==> src/rtl/lamp_sqrt_issue_ctrl.sv <==
// Initiator-side controller for the bfloat16 sqrt unit: accepts one packed operand,
// classifies it, drives the unit until it answers (or times out), and returns the result.
module lamp_sqrt_issue_ctrl #(
  parameter int TAG_W          = 4,
  parameter int TIMEOUT_CYCLES = 32
) (
  input  logic             clk,
  input  logic             rst,
  input  logic             req_valid_i,
  output logic             req_ready_o,
  input  logic [15:0]      req_op_i,
  input  logic [TAG_W-1:0] req_tag_i,
  output logic             doSqrt_o,
  output logic             signum_op_o,
  output logic [7:0]       extExp_op_o,
  output logic [7:0]       extMant_op_o,
  output logic             isInf_op_o,
  output logic             isZero_op_o,
  output logic             isSNAN_op_o,
  output logic             isQNAN_op_o,
  input  logic             s_res_i,
  input  logic [7:0]       e_res_i,
  input  logic [6:0]       f_res_i,
  input  logic             valid_i,
  output logic             rsp_valid_o,
  input  logic             rsp_ready_i,
  output logic [15:0]      rsp_data_o,
  output logic [TAG_W-1:0] rsp_tag_o,
  output logic             rsp_err_o
);

  typedef enum logic [1:0] {IDLE, ISSUE, WAIT, RESP} state_t;

  localparam int CNT_W = $clog2(TIMEOUT_CYCLES);
  localparam logic [CNT_W-1:0] CNT_LAST = CNT_W'(TIMEOUT_CYCLES - 1);
  localparam logic [15:0] QNAN_RSP = 16'h7FC0;

  state_t           state, state_nxt;
  logic [CNT_W-1:0] cnt;
  logic [TAG_W-1:0] tag_q;
  logic             accept, cnt_last;

  // Operand classification of the incoming request (denormals flush to zero)
  logic [7:0] op_e;
  logic [6:0] op_f;
  logic       c_zero, c_inf, c_qnan, c_snan;
  logic [7:0] c_mant;

  assign op_e     = req_op_i[14:7];
  assign op_f     = req_op_i[6:0];
  assign c_zero   = (op_e == 8'h00);
  assign c_inf    = (op_e == 8'hFF) && (op_f == 7'd0);
  assign c_qnan   = (op_e == 8'hFF) && op_f[6];
  assign c_snan   = (op_e == 8'hFF) && !op_f[6] && (op_f != 7'd0);
  assign c_mant   = c_zero ? 8'h00 : {1'b1, op_f};

  assign accept   = req_valid_i && (state == IDLE);
  assign cnt_last = (cnt == CNT_LAST);

  always_ff @(posedge clk) begin
    if (rst) state <= IDLE;
    else     state <= state_nxt;
  end

  always_comb begin
    state_nxt   = state;
    req_ready_o = 1'b0;
    doSqrt_o    = 1'b0;
    rsp_valid_o = 1'b0;
    case (state)
      IDLE: begin
        req_ready_o = 1'b1;
        if (req_valid_i) state_nxt = ISSUE;
      end
      ISSUE: begin
        doSqrt_o  = 1'b1;
        state_nxt = WAIT;
      end
      WAIT: if (valid_i || cnt_last) state_nxt = RESP;
      RESP: begin
        rsp_valid_o = 1'b1;
        if (rsp_ready_i) state_nxt = IDLE;
      end
      default: state_nxt = IDLE;
    endcase
  end

  always_ff @(posedge clk) begin
    if (rst) begin
      cnt          <= '0;
      tag_q        <= '0;
      signum_op_o  <= 1'b0;
      extExp_op_o  <= 8'h00;
      extMant_op_o <= 8'h00;
      isInf_op_o   <= 1'b0;
      isZero_op_o  <= 1'b0;
      isSNAN_op_o  <= 1'b0;
      isQNAN_op_o  <= 1'b0;
      rsp_data_o   <= 16'h0000;
      rsp_tag_o    <= '0;
      rsp_err_o    <= 1'b0;
    end else begin
      if (accept) begin
        tag_q        <= req_tag_i;
        signum_op_o  <= req_op_i[15];
        extExp_op_o  <= op_e;
        extMant_op_o <= c_mant;
        isInf_op_o   <= c_inf;
        isZero_op_o  <= c_zero;
        isSNAN_op_o  <= c_snan;
        isQNAN_op_o  <= c_qnan;
      end else if ((state == WAIT) && (valid_i || cnt_last)) begin
        signum_op_o  <= 1'b0;
        extExp_op_o  <= 8'h00;
        extMant_op_o <= 8'h00;
        isInf_op_o   <= 1'b0;
        isZero_op_o  <= 1'b0;
        isSNAN_op_o  <= 1'b0;
        isQNAN_op_o  <= 1'b0;
      end

      if (state == ISSUE)     cnt <= '0;
      else if (state == WAIT) cnt <= cnt + 1'b1;

      // A real result beats a timeout landing in the same cycle
      if (state == WAIT) begin
        if (valid_i) begin
          rsp_data_o <= {s_res_i, e_res_i, f_res_i};
          rsp_tag_o  <= tag_q;
          rsp_err_o  <= 1'b0;
        end else if (cnt_last) begin
          rsp_data_o <= QNAN_RSP;
          rsp_tag_o  <= tag_q;
          rsp_err_o  <= 1'b1;
        end
      end else if ((state == RESP) && rsp_ready_i) begin
        rsp_data_o <= 16'h0000;
        rsp_tag_o  <= '0;
        rsp_err_o  <= 1'b0;
      end
    end
  end

endmodule
==> config.mk <==
export PLATFORM = sky130hd
export DESIGN_NAME = lamp_sqrt_issue_ctrl
export DESIGN_NICKNAME = d
export VERILOG_FILES = /design/src/rtl/lamp_sqrt_issue_ctrl.sv
export SDC_FILE = /design/constraint.sdc
export NUM_CORES = 1
export LEC_CHECK = 0
export BUFFER_PORTS_ARGS = -buffer_cell sky130_fd_sc_hd__clkbuf_2
export CAP_MARGIN = 20
export CORE_ASPECT_RATIO = 1.1
export CORE_UTILIZATION = 53
export CTS_BUF_LIST = sky130_fd_sc_hd__clkbuf_4 sky130_fd_sc_hd__clkbuf_8
export CTS_CLUSTER_DIAMETER = 60
export DETAILED_ROUTE_END_ITERATION = 16
export GPL_TIMING_DRIVEN = 1
export PLACE_DENSITY = 0.86
export SLEW_MARGIN = 20
export SYNTH_ARGS = -nofsm -noshare
export SYNTH_HDL_FRONTEND = slang
export SYNTH_SLANG_ARGS = --single-unit
==> constraint.sdc <==
create_clock -name clk -period 2.76 [get_ports clk]
set_clock_uncertainty 0.05 [all_clocks]
set_input_delay 0.552 -clock clk [delete_from_list [all_inputs] [get_ports clk]]
set_output_delay 0.552 -clock clk [all_outputs]
set_load 0.02 [all_outputs]
==> impl_metrics.ini, run 1 <==
[sta]
setup_violations = 0
worst_slack_ns = 0.7339
worst_pin_slew_ns = 0.5157
fin_crit_ns = 2.026
fin_hold_ws_ns = 0.4096
setup-tns-final_ns = 0
max_freq_ghz = 0.4936
slew_violations = 0
maxSlewHeadroom = 0.6562
fin_crit_sh = 0.7341
rsz0062_at_grt = false
hold_violations = 0

[layout]
multiInputGateArea_sq_um = 994.7
final_util = 0.7252
n_antenna_cell = 0
final_nets = 373
stdcell_area_sq_um = 2734
instances_no_fill = 376
regArea_sq_um = 1061
drive_gt1_frac = 0.3098
syn_to_final_growth_pct = 27.33
num-fill-cells = 308

[clock_tree]
path_clk_slew_ns = 0.10
post_cts_resized = 0
post-cts-setup-buffers = 0
cts.path.max_buffers = 2
htreeDepth = 2
cts_buffers = 5
insertion_delay_ns = 0.31
clock-sinks = 53
cts_root_buf = clkbuf_8
ctsHoldBuffers = 0
cts_tree = done

[floorplan]
dieArea_sq_um = 4310
dieHeight_um = 68.76
rows = 23
start_util = 0.5695
io_pins = 86
core_sq_um = 3770
die_x_um = 62.69

[synthesis]
synth_cells = 248
ys_seq_elements = 53
synthTopCellsByArea = dfxtp_1 (49%), a21oi_1 (8.6%), nand3_1 (7.7%)
synth_warnings = 0
yosysTopAreaCellShare = 0.4942
synth-seq-area-share = 0.4942
synth.distinct_cells = 35
syn-cell-area_sq_um = 2147
synthArstFlopShare = 0
synth_nets = 296
yosys.area.top_type = dfxtp_1
avgSynthCellArea_sq_um = 8.657
synth-edff-count = 0
synth-main-ff-cell = dfxtp_1

[global_routing]
grt_pass1_wl_mm = 8.638
grt_max_degree = 34
grt-ovfl-total = 0
antenna_found_initial = 0
grtUsageTotal = 0.2646
grt_pass1_vias = 1950

[setup_path]
critPathLaunch = cnt[0]$_SDFFE_PP0P_
critPathArrivalTime_ns = 2.21
r2r_start = cnt[0]$_SDFFE_PP0P_
rr_worst_depth = 7
crit_path_max_fanout = 18
crit_path_end_kind = flip-flop
cp.required_ns = 2.95
criticalPathCategory = reg -> reg
startpoint_type = flip-flop

[status]
status = complete, no violations

[route]
drt_iter0_markers = 182
top_layer_used = met4
drt-wirelength-per-cell_um = 14.68
postRouteAntennaNets = 0
dr.pass1.iters = 4
wl_met2_mm = 2.755
vias = 2134
avgViaCountPerCell = 5.676
drc = 0
dr_wl_met3_um = 334
finalWirelength_mm = 5.518
met1Wirelength_mm = 2.292

[worst_hold_path]
min_from = tag_q[1]$_SDFFE_PP0P_
hold_depth = 2
hp-class = reg -> reg

[placed_design]
place.gp.congestion = 0.8242
dpl_cell_area_sq_um = 2600
pre_cts_slack_ns = 0.7894
place_hpwl_mm = 3.967
portBuffers = 85
place_inst = 368

[power]
power_per_cell_area_nw_per_um2 = 861.2
p_leak_nw = 1.171
ir_drop_uv = 563.9
finalPower_mw = 2.354

[run]
max_cap_violations = 0
==> final timing paths <==
check	end	slack, ns
setup / recovery	extMant_op_o[3]$_SDFFE_PP0P_	0.73
hold / removal	rsp_tag_o[1]$_SDFFE_PP0P_	0.41
setup reg to reg	extMant_op_o[3]$_SDFFE_PP0P_	0.73
hold reg to reg	rsp_tag_o[1]$_SDFFE_PP0P_	0.41
==> synth_stat cells (2+ instances only) <==
master,number
clkbuf_1,16
and2_1,2
o21ai_1,2
mux2i_1,2
nand2_1,23
ha_1,7
a21oi_1,37
a32oi_1,7
nor2_1,9
buf_2,4
nand3_1,33
o211ai_1,7
nor3_1,7
or4_1,2
nand2b_1,2
xor2_1,2
o21ai_0,9
nand4_1,4
a22o_1,3
inv_1,3
dfxtp_1,53
==> cell type report <==
cell class | count | share of cell area
inverters | 3 | 0.004119
multi-input cells | 171 | 0.3638
well taps | 50 | 0.02288
clock buffers | 5 | 0.02517
repair buffers | 91 | 0.1721
clock inverters | 3 | 0.02380
flip-flops and latches | 53 | 0.3881
==> state kept, by name (all words and copies together) (netlist names) <==
name,cells
rsp_tag_o,4
extExp_op_o,8
tag_q,4
isQNAN_op_o,1
cnt,5
signum_op_o,1
isInf_op_o,1
isZero_op_o,1
extMant_op_o,8
isSNAN_op_o,1
rsp_err_o,1
state,2
rsp_data_o,16
==> critical path, cell delays in order, from the launching register on <==
cell     delay, ns
dfxtp_1       0.34
ha_1          0.21
and3_1        0.18
ha_1          0.22
o21ai_2       0.34
buf_4         0.30
nand3_1       0.13
a21oi_1       0.18
==> power by group <==
| group | switching, mW | leakage, nW | internal, mW |
|---|---|---|---|
| logic | 0.515 | 0.672 | 0.276 |
| registers | 0.0692 | 0.431 | 0.881 |
| clock network | 0.252 | 0.0681 | 0.360 |
==> cell usage in the layout (no fill, tap or decap), drive strengths merged <==
master and count:
a22o 3, or4 2, bufinv 2, nand2 23
xor2 2, a31oi 1, xnor2 1, nand3b 1
nor4 1, nor3b 1, buf 6, a31o 1
nand4 4, ha 7, o21a 1, inv 3
clkinv 1, clkbuf 90, mux2i 2, and3b 1
or3 1, nand3 33, or3b 1, dfxtp 53
and3 1, nor3 7, a32oi 7, nor2 9
and2 2, nand2b 2, o211ai 7, a21oi 38
o21ai 11, nand4b 1
==> cell families (layout without fill, tap and decap cells) <==
family	after synthesis	after routing	synth area share
compound gates	69	69	0.1917
xor+xnor	3	3	0.01224
fa+ha+maj	7	7	0.04079
buf+inv	24	102	0.04429
flops	53	53	0.4942
mux	2	2	0.009324
simple gates	90	90	0.2075
==> metal layers <==
layer / global-route usage / vias up
met5: 0 / -
met1: 0.2939 / 989
met3: 0.05592 / 12
li1: - / 1047
met4: 0.1453 / 0
met2: 0.4823 / 86
Note: power is estimated with default switching activity, not from simulation.
==> run 2, diff against run 1 <==
ABC_AREA = 1   (was unset)
CORE_UTILIZATION = 45   (was 53)
PLACE_DENSITY = 0.78   (was 0.86)
clock period = 1.8 ns   (was 2.76 ns; I/O delays follow)
==> impl_metrics.ini, run 2 <==
[placed_design]
place_hpwl_mm = 3.729
portBuffers = 85
place.gp.congestion = 0.7848
place_inst = 416

[setup_path]
cp.required_ns = 2.00
slowest_stage = dfxtp_4
timing.rr.end = extMant_op_o[6]$_SDFFE_PP0P_
crit_path_end_kind = flip-flop
cp_common_cell = inv_2
critical_path.max_stage_delay_ns = 0.37
r2r_setup_slack_ns = 0.07
rr_worst_depth = 10
r2r_start = cnt[0]$_SDFFE_PP0P_
cp_cell_sequence = ha_4 -> inv_2 -> nor2_2 -> ha_2 -> o21ai_4 -> inv_2 -> nor2_4 -> clkbuf_16 -> nand2_1 -> a21oi_1
critPathArrivalTime_ns = 1.93
startpoint_type = flip-flop
criticalPathCategory = reg -> reg
crit_path_max_fanout = 10

[synthesis]
synthTopCellsByArea = dfxtp_1 (49%), a21oi_1 (10%), nand2_1 (9.3%)
synth_nets = 332
synth-adder-area-share = 0.04025
synth_top_family_by_area = simple AND/OR/NAND/NOR gates
synth_warnings = 0
synth-edff-count = 0
synth_compound_area_frac = 0.1478
avgSynthCellArea_sq_um = 7.661
synth-main-ff-cell = dfxtp_1
synth_top_cells_by_count = nand2_1 (54), dfxtp_1 (53), a21oi_1 (45)
yosysTopAreaCellShare = 0.4876
synth_cells = 284
synth_mux_area_frac = 0
synth.distinct_cells = 21
synth-seq-area-share = 0.4876
yosys.area_share.simple = 0.2542
synthArstFlopShare = 0
ys_seq_elements = 53
synth-xor-area-share = 0.004025
syn-cell-area_sq_um = 2176
yosys.area.top_type = dfxtp_1
synth.most_common_cell = nand2_1

[floorplan]
dieArea_sq_um = 5118
io_pins = 86
dieHeight_um = 74.93
die_x_um = 68.30
core_sq_um = 4652
start_util = 0.4677
rows = 26

[route]
vias = 2159
dr.pass1.iters = 4
avgViaCountPerCell = 5.056
drc = 0
finalWirelength_mm = 5.282
postRouteAntennaNets = 0
drt_iter0_markers = 168
drt-wirelength-per-cell_um = 12.37

[global_routing]
grt-ovfl-total = 0
grt_pass1_vias = 1868
grtUsageTotal = 0.2041
grt_pass1_wl_mm = 7.866
antenna_found_initial = 0
grt_max_degree = 43

[power]
combinationalPowerShare = 0.385
p_seq_frac = 0.421
internal-power_mw = 2.194
ir_drop_uv = 601.2
power_per_cell_area_nw_per_um2 = 1219
clkPwrFrac = 0.194
p_leak_nw = 1.279
switching_share = 0.3747
switchingPower_mw = 1.315

[clock_tree]
cts_root_buf = clkbuf_8
cts.path.max_buffers = 2
insertion_delay_ns = 0.31
path_clk_slew_ns = 0.10
cts_tree = done
cts_buffers = 5
ctsHoldBuffers = 0
clock-sinks = 53
htreeDepth = 2

[status]
status = complete, no violations

[sta]
max_freq_ghz = 0.5785
maxSlewHeadroom = 0.6948
worst_pin_slew_ns = 0.4578
hold_violations = 0
fin_crit_ns = 1.729
setup_violations = 0
slew_violations = 0
fin_crit_sh = 0.9604
fin_hold_ws_ns = 0.2296

[worst_hold_path]
hp-class = in -> reg
min_from = req_op_i[15]
hold_depth = 3
holdPathEnd = signum_op_o$_SDFFE_PP0P_

[layout]
syn_to_final_growth_pct = 32.26
final_nets = 418
largest_register_ffs = 16
drive_gt1_frac = 0.3315
reg_top3 = rsp_data_o: 16 flops, extExp_op_o: 8 flops, extMant_op_o: 8 flops
final_common_cell = clkbuf_2
n_antenna_cell = 0
instances_no_fill = 427
final_cell_mix = clkbuf_2 (85), nand2_1 (52), dfxtp_1 (51), a21oi_1 (39), nand3_1 (38)
largest_register = rsp_data_o

[run]
max_cap_violations = 0
-- run 2: changes by cell type after synthesis, sizes merged, moves of 5 or more --
cell,previous run,this run
nand2,23,54
nor2,9,31
inv,3,15
clkbuf,16,7
a21oi,38,45
a32oi,7,0
nor3,7,0
o211ai,7,0
o21ai,11,17
buf,5,10
nand3,33,38
-- run 2: cell families after synthesis --
family | Yosys count
compound gates | 62
simple gates | 129
flops | 53
fa+ha+maj | 7
xor+xnor | 1
buf+inv | 32
-- run 2: worst max-delay path by stage --
| stage | startpoint | cells after the start | end |
|---|---|---|---|
| 2_1_floorplan | cnt[0]$_SDFFE_PP0P_ | 10 | extMant_op_o[0]$_SDFFE_PP0P_ |
| 3_3_place_gp | cnt[0]$_SDFFE_PP0P_ | 10 | extMant_op_o[0]$_SDFFE_PP0P_ |
| 3_5_place_dp | cnt[0]$_SDFFE_PP0P_ | 10 | extExp_op_o[2]$_SDFFE_PP0P_ |
| 4_1_cts | cnt[0]$_SDFFE_PP0P_ | 10 | extExp_op_o[2]$_SDFFE_PP0P_ |
| 5_1_grt | cnt[0]$_SDFFE_PP0P_ | 10 | extMant_op_o[4]$_SDFFE_PP0P_ |
| 6_report | cnt[0]$_SDFFE_PP0P_ | 10 | extMant_op_o[6]$_SDFFE_PP0P_ |
-- run 2: power by group through the flow --
stage	Clock, mW	Sequential (mW)	Combinational (mW)
finish	0.682	1.48	1.35
global route	0.743	1.50	1.48
CTS	0.691	1.46	1.20
detailed placement	0	1.49	1.19
global placement	0	1.49	1.17
floorplan	0	1.64	0.652
-- run 2: timing repair --
item                                    in CTS  in global routing
resized for setup                            0                 19
endpoints found under the setup margin       0                 19
buffers inserted                             0                  1
-- run 2: worst max-delay path: cells and delay by family, from the launching register on --
kind,cells,cell delay [ns]
DFF,1,0.37
adders and majority gates,2,0.35
AOI/OAI and AO/OA,2,0.31
and+or+nand+nor,3,0.28
buffers and inverters,3,0.31
-- run 2: final cells by class --
cell class                      instances  area, sq um
Multi-Input combinational cell        199         1026
Sequential cell                        53         1066
Clock inverter                          2        15.01
Tap cell                               56        70.07
Fill cell                             442         1774
Timing Repair Buffer                   96        568.0
Clock buffer                            6        76.32
Inverter                               15        56.30
-- run 2: through the flow --
step / utilization / instance area, sq um / TNS [ns] / setup WS (ns) / power (mW)
floorplan: - / 2176 / 0 / 0.2404 / 2.293
global placement: 0.5737 / 2669 / 0 / 0.1884 / 2.656
detailed placement: 0.5737 / 2669 / 0 / 0.1083 / 2.681
CTS: 0.5933 / 2760 / 0 / 0.08149 / 3.351
global route: 0.6186 / 2878 / -0.06906 / -0.02854 / 3.727
finish: 0.6186 / 2878 / 0 / 0.07135 / 3.509
-- run 2: routing by layer --
metal,GRT usage,vias up,wire (um)
li1,-,1105,-
met1,0.2516,996,2294
met2,0.3399,51,2643
met3,0.03788,7,258
met4,0.09722,0,86
met5,0,-,0
==> run 3, diff against run 2 <==
clock period = 1.4 ns   (was 1.8 ns; I/O delays follow)
==> impl_metrics.ini, run 3 (synthesized netlist as in run 2, its figures left out) <==
[route]
drc = 0
dr.pass1.iters = 4
drt-wirelength-per-cell_um = 13.32
avgViaCountPerCell = 5.144
finalWirelength_mm = 5.994
vias = 2315
postRouteAntennaNets = 0
drt_iter0_markers = 157

[setup_path]
crit_path_end_kind = flip-flop
cp_cell_sequence = ha_4 -> inv_4 -> nor2_4 -> ha_4 -> o21ai_4 -> buf_4 -> clkbuf_16 -> nand3_1 -> a21oi_1
cp.required_ns = 1.58
cp_top_family = buffers and inverters
rr_worst_depth = 9
crit_path_max_fanout = 11
critPathArrivalTime_ns = 1.78
r2r_start = cnt[0]$_SDFFE_PP0P_
slowest_stage = dfxtp_2
startpoint_type = flip-flop
crit_buf_inv = 3
r2r_setup_slack_ns = -0.20
critical_path.max_stage_delay_ns = 0.34
cp_common_cell = ha_4
criticalPathCategory = reg -> reg
timing.rr.end = rsp_tag_o[2]$_SDFFE_PP0P_

[floorplan]
rows = 26
start_util = 0.4677
dieHeight_um = 74.93
dieArea_sq_um = 5118
core_sq_um = 4652
io_pins = 86
die_x_um = 68.30

[clock_tree]
cts.path.max_buffers = 2
cts_tree = done
insertion_delay_ns = 0.30
path_clk_slew_ns = 0.09
cts_buffers = 5
htreeDepth = 2
ctsHoldBuffers = 0
clock-sinks = 53
cts_root_buf = clkbuf_8

[placed_design]
place_hpwl_mm = 3.942
portBuffers = 85
place.gp.congestion = 0.7950

[global_routing]
grtUsageTotal = 0.2252
grt_pass1_vias = 1998
grt_pass1_wl_mm = 8.769
grt_max_degree = 23
grt-ovfl-total = 0
antenna_found_initial = 0

[sta]
rsz0062_at_grt = true
fin_crit_ns = 1.598
setup-tns-final_ns = -6.757
slew_violations = 0
worst_pin_slew_ns = 0.3301
setup_violations = 46
max_freq_ghz = 0.6257
maxSlewHeadroom = 0.7799
worst_slack_ns = -0.1982
hold_violations = 0
fin_crit_sh = 1.142

[power]
finalPower_mw = 5.045
power_per_cell_area_nw_per_um2 = 1577
p_leak_nw = 1.406
ir_drop_uv = 959.9

[layout]
final_nets = 441
syn_to_final_growth_pct = 47.04
largest_register = rsp_data_o
final_common_cell = clkbuf_2
n_antenna_cell = 0
final_cell_mix = clkbuf_2 (82), nand2_1 (54), dfxtp_1 (49), a21oi_1 (36), nand3_1 (36)
num-fill-cells = 384
drive_gt1_frac = 0.4061
reg_top3 = rsp_data_o: 16 flops, extExp_op_o: 8 flops, extMant_op_o: 8 flops
largest_register_ffs = 16

[status]
status = finished, violations left
violations = negative setup slack

[worst_hold_path]
hold_depth = 3
holdPathEnd = rsp_data_o[4]$_SDFFE_PP0P_
min_from = f_res_i[4]
hp-class = in -> reg

[run]
max_cap_violations = 0
[run 3: changes by cell type in the layout (fill, tap and decap cells not counted), sizes merged]
cell	delta
clkbuf	-1
buf	+25
clkinvlp	-1
[run 3: how the worst max path moves through the flow]
stage	startpoint	cells past startpoint	slack, ns	endpoint
2_1_floorplan	cnt[0]$_SDFFE_PP0P_	10	-0.09	extMant_op_o[0]$_SDFFE_PP0P_
3_3_place_gp	cnt[0]$_SDFFE_PP0P_	8	-0.11	isZero_op_o$_SDFFE_PP0P_
3_5_place_dp	cnt[0]$_SDFFE_PP0P_	8	-0.20	rsp_data_o[14]$_SDFFE_PP0P_
4_1_cts	cnt[0]$_SDFFE_PP0P_	10	-0.17	isSNAN_op_o$_SDFFE_PP0P_
5_1_grt	cnt[0]$_SDFFE_PP0P_	9	-0.28	rsp_tag_o[2]$_SDFFE_PP0P_
6_report	cnt[0]$_SDFFE_PP0P_	9	-0.20	rsp_tag_o[2]$_SDFFE_PP0P_
[run 3: tightest hold or removal path: cells and delay by family]
family	cells	cell delay (ns)
AOI/OAI and AO/OA	1	0.06
buffers and inverters	1	0.08
and+or+nand+nor	1	0.07
[run 3: area by class of cell]
cell class	instances	area [sq um]	area share
multi-input combinational	199	1105	0.3453
sequential	53	1071	0.3348
timing repair buffer	119	795.8	0.2487
clock buffer	7	83.83	0.02620
tap	56	70.07	0.02190
inverter	15	66.31	0.02073
clock inverter	1	7.507	0.002346
[run 3: metal layers]
metal  global-route usage  vias to the layer above  part of all wire
met5                    0                        -                 0
met4              0.06481                        0             0.013
met3              0.05000                        9             0.055
met2               0.3976                       78              0.50
met1               0.2703                     1076              0.43
li1                     -                     1152                 -
[run 3: per-stage QoR]
step	std cells	util	hold WS, ns	setup slack [ns]	instance area (sq um)
2_1_floorplan	284	-	0.3727	-0.08718	2233
3_3_place_gp	433	0.6052	0.3968	-0.1143	2815
3_5_place_dp	433	0.6052	0.3998	-0.1963	2815
4_1_cts	442	0.6471	0.1493	-0.1699	3010
5_1_grt	450	0.6877	0.1731	-0.2813	3199
6_report	450	0.6877	0.1724	-0.1982	3199
[run 3: repair_timing]
action / 4_1_cts / 5_1_grt
hold endpoints to repair: 0 / 0
endpoints found under the setup margin: 50 / 48
resized for setup: 25 / 28
pin swaps: 5 / 10
setup buffers: 1 / 6
cloned: 0 / 2
[run 3: power breakdown]
part,switching (mW),internal [mW]
clock network,0.488,0.394
logic,1.22,1.03
registers,0.150,1.77
